--- src/rtl/mips_pkg.sv ---
// Shared MIPS-32 memory-stage definitions: load/store opcodes, access sizes,
// FSM state encoding and small decode helpers.
package mips_pkg;

  localparam logic [5:0] OP_LB  = 6'h20;
  localparam logic [5:0] OP_LH  = 6'h21;
  localparam logic [5:0] OP_LW  = 6'h23;
  localparam logic [5:0] OP_LBU = 6'h24;
  localparam logic [5:0] OP_LHU = 6'h25;
  localparam logic [5:0] OP_SB  = 6'h28;
  localparam logic [5:0] OP_SH  = 6'h29;
  localparam logic [5:0] OP_SW  = 6'h2B;

  typedef enum logic [1:0] {
    BYTE = 2'd0,
    HALF = 2'd1,
    WORD = 2'd2
  } acc_size_t;

  typedef logic [0:0] state_t;
  localparam state_t ST_IDLE = 1'b0;
  localparam state_t ST_WAIT = 1'b1;

  typedef struct packed {
    logic      is_mem;
    logic      is_store;
    acc_size_t size;
    logic      is_unsigned;
  } mem_op_t;

  // Anything outside the load/store family decodes as a non-memory op.
  function automatic mem_op_t decode_op(input logic [5:0] op);
    mem_op_t d;
    d = '{is_mem: 1'b0, is_store: 1'b0, size: WORD, is_unsigned: 1'b0};
    case (op)
      OP_LB:  d = '{is_mem: 1'b1, is_store: 1'b0, size: BYTE, is_unsigned: 1'b0};
      OP_LH:  d = '{is_mem: 1'b1, is_store: 1'b0, size: HALF, is_unsigned: 1'b0};
      OP_LW:  d = '{is_mem: 1'b1, is_store: 1'b0, size: WORD, is_unsigned: 1'b0};
      OP_LBU: d = '{is_mem: 1'b1, is_store: 1'b0, size: BYTE, is_unsigned: 1'b1};
      OP_LHU: d = '{is_mem: 1'b1, is_store: 1'b0, size: HALF, is_unsigned: 1'b1};
      OP_SB:  d = '{is_mem: 1'b1, is_store: 1'b1, size: BYTE, is_unsigned: 1'b0};
      OP_SH:  d = '{is_mem: 1'b1, is_store: 1'b1, size: HALF, is_unsigned: 1'b0};
      OP_SW:  d = '{is_mem: 1'b1, is_store: 1'b1, size: WORD, is_unsigned: 1'b0};
      default: ;
    endcase
    return d;
  endfunction

  function automatic logic is_misaligned(input acc_size_t size, input logic [1:0] lo);
    logic bad;
    case (size)
      HALF:    bad = lo[0];
      WORD:    bad = |lo;
      default: bad = 1'b0;
    endcase
    return bad;
  endfunction

  function automatic logic [3:0] byte_enables(input acc_size_t size, input logic [1:0] lo);
    logic [3:0] be;
    case (size)
      BYTE:    be = 4'b0001 << lo;
      HALF:    be = 4'b0011 << lo;
      default: be = 4'b1111;
    endcase
    return be;
  endfunction

endpackage

--- src/rtl/load_align.sv ---
// Picks the addressed byte/halfword lane out of a read word and sign- or
// zero-extends it to 32 bits.
module load_align
  import mips_pkg::*;
(
  input  logic [31:0] rdata,
  input  logic [1:0]  addr_lo,
  input  acc_size_t   size,
  input  logic        is_unsigned,
  output logic [31:0] data
);

  logic [7:0]  lane8;
  logic [15:0] lane16;

  always_comb begin
    lane8 = rdata[7:0];
    case (addr_lo)
      2'd1:    lane8 = rdata[15:8];
      2'd2:    lane8 = rdata[23:16];
      2'd3:    lane8 = rdata[31:24];
      default: lane8 = rdata[7:0];
    endcase
    lane16 = addr_lo[1] ? rdata[31:16] : rdata[15:0];
    case (size)
      BYTE:    data = {{24{~is_unsigned & lane8[7]}}, lane8};
      HALF:    data = {{16{~is_unsigned & lane16[15]}}, lane16};
      default: data = rdata;
    endcase
  end

endmodule

--- src/rtl/mem_stage_pipe.sv ---
// MIPS-32 memory stage: decodes loads/stores, drives a req/ack data-memory
// port, and returns a registered one-cycle result pulse toward write-back.
module mem_stage_pipe
  import mips_pkg::*;
#(
  parameter int ADDR_W   = 32,
  parameter int REG_AW   = 5,
  parameter int MAX_WAIT = 16
) (
  input  logic              clk,
  input  logic              rst,
  input  logic              in_valid,
  output logic              in_ready,
  input  logic [5:0]        opcode,
  input  logic [31:0]       eff_addr,
  input  logic [31:0]       rt_value,
  input  logic [31:0]       alu_result,
  input  logic [REG_AW-1:0] dest_reg,
  input  logic              reg_write,
  output logic              mem_req,
  output logic              mem_we,
  output logic [ADDR_W-1:0] mem_addr,
  output logic [3:0]        mem_be,
  output logic [31:0]       mem_wdata,
  input  logic              mem_ack,
  input  logic [31:0]       mem_rdata,
  output logic              out_valid,
  output logic [31:0]       out_data,
  output logic [REG_AW-1:0] out_dest,
  output logic              out_reg_write,
  output logic              out_misalign,
  output logic              out_bus_err
);

  localparam int CNT_W = $clog2(MAX_WAIT + 1);
  localparam logic [CNT_W-1:0] LAST_WAIT = CNT_W'(MAX_WAIT - 1);

  // Handshake: an instruction transfers on a rising edge where in_valid and
  // in_ready are both high; in_ready is low for the whole memory access.
  state_t            state;
  logic [CNT_W-1:0]  wait_cnt;
  acc_size_t         lat_size;
  logic              lat_unsigned;
  logic              lat_store;
  logic [1:0]        lat_lo;
  logic [REG_AW-1:0] lat_dest;
  logic              lat_rw;

  mem_op_t     dec;
  logic        accept;
  logic        misalign;
  logic [31:0] store_data;
  logic [31:0] load_data;

  assign in_ready = (state == ST_IDLE);
  assign accept   = in_valid & in_ready;
  assign dec      = decode_op(opcode);
  assign misalign = is_misaligned(dec.size, eff_addr[1:0]);

  always_comb begin
    case (dec.size)
      BYTE:    store_data = {4{rt_value[7:0]}};
      HALF:    store_data = {2{rt_value[15:0]}};
      default: store_data = rt_value;
    endcase
  end

  load_align u_load_align (
    .rdata       (mem_rdata),
    .addr_lo     (lat_lo),
    .size        (lat_size),
    .is_unsigned (lat_unsigned),
    .data        (load_data)
  );

  always_ff @(posedge clk or posedge rst) begin
    if (rst) begin
      state         <= ST_IDLE;
      wait_cnt      <= '0;
      lat_size      <= WORD;
      lat_unsigned  <= 1'b0;
      lat_store     <= 1'b0;
      lat_lo        <= 2'b00;
      lat_dest      <= '0;
      lat_rw        <= 1'b0;
      mem_req       <= 1'b0;
      mem_we        <= 1'b0;
      mem_addr      <= '0;
      mem_be        <= 4'b0000;
      mem_wdata     <= '0;
      out_valid     <= 1'b0;
      out_data      <= '0;
      out_dest      <= '0;
      out_reg_write <= 1'b0;
      out_misalign  <= 1'b0;
      out_bus_err   <= 1'b0;
    end else begin
      out_valid <= 1'b0;
      case (state)
        ST_IDLE: begin
          if (accept) begin
            if (!dec.is_mem) begin
              out_valid     <= 1'b1;
              out_data      <= alu_result;
              out_dest      <= dest_reg;
              out_reg_write <= reg_write;
              out_misalign  <= 1'b0;
              out_bus_err   <= 1'b0;
            end else if (misalign) begin
              out_valid     <= 1'b1;
              out_dest      <= dest_reg;
              out_reg_write <= 1'b0;
              out_misalign  <= 1'b1;
              out_bus_err   <= 1'b0;
            end else begin
              mem_req      <= 1'b1;
              mem_we       <= dec.is_store;
              mem_addr     <= {eff_addr[ADDR_W-1:2], 2'b00};
              mem_be       <= byte_enables(dec.size, eff_addr[1:0]);
              mem_wdata    <= store_data;
              wait_cnt     <= '0;
              lat_size     <= dec.size;
              lat_unsigned <= dec.is_unsigned;
              lat_store    <= dec.is_store;
              lat_lo       <= eff_addr[1:0];
              lat_dest     <= dest_reg;
              lat_rw       <= reg_write;
              state        <= ST_WAIT;
            end
          end
        end
        ST_WAIT: begin
          // An ack in the final allowed cycle still completes normally.
          if (mem_ack) begin
            mem_req       <= 1'b0;
            out_valid     <= 1'b1;
            if (!lat_store) out_data <= load_data;
            out_dest      <= lat_dest;
            out_reg_write <= lat_rw & ~lat_store;
            out_misalign  <= 1'b0;
            out_bus_err   <= 1'b0;
            state         <= ST_IDLE;
          end else if (wait_cnt == LAST_WAIT) begin
            mem_req       <= 1'b0;
            out_valid     <= 1'b1;
            out_dest      <= lat_dest;
            out_reg_write <= 1'b0;
            out_misalign  <= 1'b0;
            out_bus_err   <= 1'b1;
            state         <= ST_IDLE;
          end else begin
            wait_cnt <= wait_cnt + 1'b1;
          end
        end
        default: state <= ST_IDLE;
      endcase
    end
  end

endmodule

--- config.mk ---
export PLATFORM = sky130hd
export DESIGN_NAME = mem_stage_pipe
export DESIGN_NICKNAME = d
export VERILOG_FILES = /design/src/rtl/mips_pkg.sv /design/src/rtl/load_align.sv /design/src/rtl/mem_stage_pipe.sv
export SDC_FILE = /design/constraint.sdc
export NUM_CORES = 1
export LEC_CHECK = 0
export ABC_AREA = 1
export CAP_MARGIN = 0
export CORE_MARGIN = 8
export CORE_UTILIZATION = 40
export CTS_CLUSTER_DIAMETER = 80
export CTS_CLUSTER_SIZE = 16
export DETAILED_ROUTE_END_ITERATION = 8
export PLACE_DENSITY = 0.89
export RECOVER_POWER = 25
export SKIP_CTS_REPAIR_TIMING = 1
export SYNTH_ARGS = -nofsm -noshare
export SYNTH_HDL_FRONTEND = slang
export SYNTH_SLANG_ARGS = --single-unit
--- constraint.sdc ---
create_clock -name clk -period 4.1 [get_ports clk]
set_input_delay 0.615 -clock clk [delete_from_list [all_inputs] [get_ports clk]]
set_output_delay 0.615 -clock clk [all_outputs]
set_load 0.01 [all_outputs]
**Yosys cells after proc, flatten, opt, wreduce, memory -nomap -nowiden**

Index checks and enable logic that the tools add are counted.

- Flip-flop bits (word level): 126
- Input port bits: 144
- Output and inout port bits: 112
- Word-level logic and storage cells: 118

- Add/subtract/negate cells: 1
- Equality and inequality tests: 25
- Shift-type cells: 2
- Muxes and demuxes: 56
- Bitwise gates (word level): 8
- Reduce and logical (&&, ||, !) cells: 8

Operator list:

| operator | count |
|---|---|
| $pmux 32 s2 | 3 |
| $mux 32 | 4 |
| $mux 5 | 10 |
| $eq 6x6->1 const B | 8 |
| $pmux 5 s8 | 1 |
| $mux 1 | 26 |
| $pmux 8 s3 | 1 |
| $pmux 5 s2 | 2 |
| $mux 16 | 1 |
| $pmux 1 s2 | 7 |
| $ne 2x2->1 const B | 6 |
| $reduce_and 4->1 | 3 |
| $pmux 4 s2 | 1 |
| $eq 2x1->1 const B | 3 |
| $eq 2x2->1 const B | 3 |
| $ne 3x2->1 const B | 2 |
| $add 5x1->5 const B | 1 |
| $eq 5x4->1 const B | 1 |
| $reduce_and 5->1 | 1 |
| $and 1x1->1 | 4 |
| $logic_not 2->1 | 2 |
| $ne 2x1->1 const B | 2 |
| $not 1->1 | 4 |
| $shl 1x2->4 const A | 1 |
| 3 further kinds | 3 |

**Logic depth before layout (Yosys ltp)**

- Word-level depth: 8
- Mapped depth: 16
- Depth with buffers taken out: 15

**Hierarchy**

A second synthesis with hierarchy kept.

- Cells, all modules: 887
- Area, all modules: 6,867.8 µm²

By module, submodules not included:

| module | times used | cells an instance | area an instance (µm²) | sequential area each (µm²) |
|---|---|---|---|---|
| mem_stage_pipe | 1 | 718 | 5,988.2 | 3,154.3 |
| load_align | 1 | 169 | 879.6 | 0.0 |

**Worst setup path before layout**

OpenSTA, ideal clock, no wires.

- Path kind: input-to-reg
- Start point: input opcode[2]
- End point: register mem_wdata[19]
- Library setup time: 0.116 ns
- Data arrival time: 2.145 ns
- Required time: 3.984 ns
- Setup slack: 1.838 ns
- Stages on the path: 12
- Buffers on the path: 0
- Path through: inv_1 > nor2_1 > nand3_2 > nand2_4 > nand3_1 > ha_1 > nor2_2 > clkinv_1 > nor2_1 > a21oi_1 > nand2_1 > nand2_1

- Cells in the longest elaborated chain, start to end: 6
- Elaborated cells between the ends (all ways): 16
- Those cells by class: 10 x eq/ne; 3 x mux; 1 x bitwise; 2 x reduce/logical

RTL lines:

| what | RTL line | source |
|---|---|---|
| from (decl) | mem_stage_pipe.sv:14 | `input logic [5:0] opcode,` |
| $eq 6x6->1 | mips_pkg.sv:35 | `case (op)` |
| $pmux 5 s8 * | mips_pkg.sv:35 |  |
| $eq 2x2->1 or $eq 2x1->1 (tied branches) | mips_pkg.sv:51, mem_stage_pipe.sv:61 |  |
| $pmux 1 s2 | mips_pkg.sv:51 | `case (size)` |
| $not 1->1 (no line) | -- |  |
| $reduce_and 4->1 (no line) | -- |  |
| to (signal assigned) | mem_stage_pipe.sv:120 | `mem_wdata <= store_data;` |
| to (decl) | mem_stage_pipe.sv:24 | `output logic [31:0] mem_wdata,` |

Mark *: on every way between the ends. The rest lies on a longest branch, timed or not.
A chain may end at the register's enable or synchronous reset.

==> results.md <==
Status:
- The run finished with clean final reports.

Setup path:
- Traced cell by cell, the critical path runs through clkdlybuf4s50_1 > nor2_4 > nand3_2 > nand2_4 > nand3_1 > inv_1 > ha_1 > inv_1 > o21ai_1 > nand2_1 > nand3_4 > buf_4 > o21ai_0.
- The element type at the critical path end is a flop.
- The critical path's most frequent cell is sky130_fd_sc_hd__inv_1.
- The cell type of the slowest stage on the worst timing path is sky130_fd_sc_hd__clkdlybuf4s50_1.
- The data arrival time of the critical path is 3440 ps.
- The type of the worst setup path is in -> reg.
- The delay of the slowest critical-path stage is roughly 500 ps.
- Of all nets on the critical path, the largest fanout is 61.
- The worst setup path is launched from an input pin.
- STA puts the critical path data required time at 4360 ps.

Global route:
- The total track usage is 21.44%.
- Entering global routing, the biggest net connects between 60 and 70 pins.
- The global-route wire length before repair is around 34000 µm.
- The number of antenna violations at the first check in global routing is 0.
- The overflow left after global routing is 0.
- The via count of the first global-routing pass is 6336.

Floorplan:
- The region available for standard cell placement spans 0.01571 mm².
- The floorplan die area is 0.02023 mm².
- The number of placed I/O pins is between 200 and 300.
- The y dimension of the die is between 100 and 150 µm.
- The number of placement rows is 46.
- The initial core utilization is 40.56%.
- The die is around 140 µm wide.

STA:
- Setup repair after global routing left no endpoint under its margin.
- After routing, the total negative slack on setup checks comes to 0 ps.
- In the finished design, the share of the clock period the worst path needs comes to 77.55%.
- The final period demand of the worst path is 3180 ps.
- The number of endpoints with negative hold slack in the final report is 0.
- The remaining max-slew budget at the tightest pin is 41.77%.
- For this run, the top clock speed supported by timing is roughly 0.31 GHz.
- The worst hold margin is ~480 ps.
- The setup clock skew after layout is 8.429 ps.
- For the pin with the worst max-slew slack, the measured transition is roughly 870 ps.
- Setup violations remaining at the end of the flow were counted as 0.
- The final count of pins violating max slew is 0.

Route:
- The average wire per cell in the routed design is ~17 µm.
- The pre-antenna-repair detailed-routing pass consisted of 5 iterations.
- The via density per instance is ~5.0.
- The total via count after detailed routing is between 6000 and 7000.
- The total length of routed wires is approximately 22000 µm.
- After detailed routing, the number of remaining DRC violations is 0.
- The starting DRC count in detailed routing is slightly below 400.
- The detail route stage leaves a number of antenna-violating nets equal to 0.

Synth:
- The synthesized cell area is 0.006374 mm².
- Synthesis handed over a netlist of between 800 and 900 instances.
- By area the synthesized netlist is led by sky130_fd_sc_hd__dfrtp_1, sky130_fd_sc_hd__nand2_1, sky130_fd_sc_hd__a21oi_1, sky130_fd_sc_hd__o21ai_0, sky130_fd_sc_hd__nand3_1.
- For this run, the leading register cell type out of synthesis is sky130_fd_sc_hd__dfrtp_1.
- The share of synthesized flip-flops with an asynchronous set or reset is between 90% and 100%.
- The cell with the most instances after synthesis is sky130_fd_sc_hd__nand2_1.
- The share of the Yosys chip area taken by registers is about half.
- The cell accounting for the most synthesized area is sky130_fd_sc_hd__dfrtp_1.
- Dividing the synthesized area by the synthesized cell count gives around 7.6 µm².
- The fraction of post-synthesis cell area in the top cell type by area is around half.
- The number of unique standard cell types used by synthesis is 35.
- The flop and latch count out of synthesis is approximately 130.
- The number of flops mapped to enable cells by yosys is 0.
- During synthesis, Yosys emitted a total of 0 warnings.
- After synthesis, the most frequently instantiated cells are sky130_fd_sc_hd__nand2_1, sky130_fd_sc_hd__dfrtp_1, sky130_fd_sc_hd__nor2_1.

Place:
- During placement, the flow inserted port buffers numbering between 200 and 300.
- The post-detailed-placement half-perimeter wirelength is between 15000 and 20000 µm.
- The placed cell area is between 0.008 and 0.009 mm².
- The number of cells in the design after placement is ~1300.
- The congestion estimate from routability-driven global placement came to around 0.84.

Power:
- The analysis attributes to cell leakage a power of between 4 and 5 nW.
- Dividing total power by cell area gives a power density of around 500 mW/mm².
- Power comes to approximately 4.9 mW.
- IR analysis of the VDD net gives a maximum drop of approximately 380 µV.

Finish:
- The repair_antennas step left the layout with diodes totalling 0.
- The final-layout fill cell count is around 1400.
- Summing all multi-input logic gate instances after layout gives about 0.0028 mm².
- In the final layout, flip-flops and latches occupy 0.003156 mm².
- The post-route cell area is between 0.009 and 0.01 mm².
- For this run, the number of standard cells in the final layout without fillers is 1299.
- The area added between synthesis and finish is 51.18%.
- The final net count is approximately 1200.
- Cells with a size suffix above 1 make up between 6 and 7% of the layout.

Clock network:
- The number of clock sinks is 126.
- The maximum clock path buffer count is 2.
- The number of buffers created by CTS is 17.
- The H-tree depth is 4.
- The later pin in the worst-skew pair is clocked with a latency of roughly 400 ps.
- The CTS tree is yes.
- The clock tree root driver cell is sky130_fd_sc_hd__clkbuf_16.
- The clock-pin slew on the worst setup and hold paths is 60 ps.

Hold path:
- The path type of the worst min-delay path is reg -> reg.

Flow run:
- Max-cap violations in this run came to 0.
critical path: cells and delay by family:
kind                     cells  cell delay [ps]
buffers and inverters        4             1170
AO/OA/AOI/OAI                2              320
adder cells (fa/ha/maj)      1              440
AND/OR/NAND/NOR              6              880
per-stage QoR:
stage | setup WS, ps | utilization [%]
finish | 920.5 | 61.32
global route | 651.9 | 61.32
CTS | 961.1 | 61.32
detailed placement | 536.0 | 57.18
global placement | 648.2 | 57.18
floorplan | 130.7 | -
state kept, by name, indices dropped and copies added, names as in the netlist, 4 cells and up:
signal and count:
lat_dest 5, out_data 32, mem_addr 30, mem_be 4, mem_wdata 32, wait_cnt 5, out_dest 5
cells by family (layout without fill, tap and decap cells):
logic type / count (synthesis) / in the layout / synth area share (%)
AO/OA/AOI/OAI: 132 / 132 / 10.82
XOR/XNOR: 1 / 1 / 0.1374
adder cells (fa/ha/maj): 5 / 5 / 0.9815
buffers and inverters: 87 / 333 / 6.616
flip-flops: 126 / 126 / 49.49
multiplexers: 5 / 5 / 0.7853
other: 1 / 2 / 0.05884
AND/OR/NAND/NOR: 479 / 479 / 31.11
layout by cell type (no fill, tap or decap), types with 2 or more instances in the layout:
cell | synthesis | routed
sky130_fd_sc_hd__nand4_1 | 4 | 4
sky130_fd_sc_hd__inv_6 | 0 | 3
sky130_fd_sc_hd__o22ai_1 | 3 | 3
sky130_fd_sc_hd__nand2_1 | 358 | 358
sky130_fd_sc_hd__or2_2 | 11 | 11
sky130_fd_sc_hd__clkbuf_16 | 0 | 17
sky130_fd_sc_hd__mux2i_1 | 5 | 5
sky130_fd_sc_hd__o21ai_0 | 44 | 44
sky130_fd_sc_hd__nand2_4 | 3 | 3
sky130_fd_sc_hd__a21oi_1 | 50 | 50
sky130_fd_sc_hd__clkinvlp_4 | 0 | 3
sky130_fd_sc_hd__inv_1 | 35 | 34
sky130_fd_sc_hd__conb_1 | 1 | 2
sky130_fd_sc_hd__inv_2 | 6 | 6
sky130_fd_sc_hd__nor2_4 | 3 | 3
sky130_fd_sc_hd__a22oi_1 | 6 | 6
sky130_fd_sc_hd__clkdlybuf4s50_1 | 0 | 252
sky130_fd_sc_hd__nand3_1 | 40 | 40
sky130_fd_sc_hd__buf_4 | 10 | 6
sky130_fd_sc_hd__nand2_2 | 2 | 2
sky130_fd_sc_hd__nor2_1 | 51 | 51
sky130_fd_sc_hd__o21ai_1 | 27 | 27
sky130_fd_sc_hd__bufinv_16 | 0 | 5
sky130_fd_sc_hd__dfrtp_1 | 125 | 124
sky130_fd_sc_hd__nor2_2 | 2 | 2
sky130_fd_sc_hd__ha_1 | 5 | 5
power breakdown:
group	internal [mW]	switching (mW)	total, mW
Clock	1.10	0.581	1.68
Combinational	0.759	0.678	1.44
Sequential	1.54	0.214	1.75
per-layer routing:
metal	global-route usage, %	wire length, µm	up-vias
met5	0	0	-
met4	8.027	433	0
met3	7.011	2203	29
met2	35.34	10270	271
met1	25.53	8774	3012
li1	-	-	3122
layout make-up:
class                      instances  share of cell area [%]
sequential                       126                   32.75
multi-input combinational        624                   29.07
timing repair buffer             260                   26.96
clock buffer                      19                   4.597
tap                              216                   2.805
clock inverter                    12                   2.156
inverter                          42                   1.662
path summary, 6_finish.rpt:
kind,cells after the start,slack [ps],startpoint,end
worst max-delay path,13,920,opcode[4],mem_wdata[28]$_DFFE_PP0P_
worst min-delay path,2,480,out_data[22]$_DFFE_PP0P_,out_data[22]$_DFFE_PP0P_
worst max register to register,7,1850,state$_DFF_PP0_,out_data[7]$_DFFE_PP0P_
worst min register to register,2,480,out_data[22]$_DFFE_PP0P_,out_data[22]$_DFFE_PP0P_
max in group asynchronous,3,2440,rst,mem_be[0]$_DFFE_PP0P_
min in group asynchronous,2,870,rst,out_data[24]$_DFFE_PP0P_
Note: power is estimated with default switching activity, not from simulation.
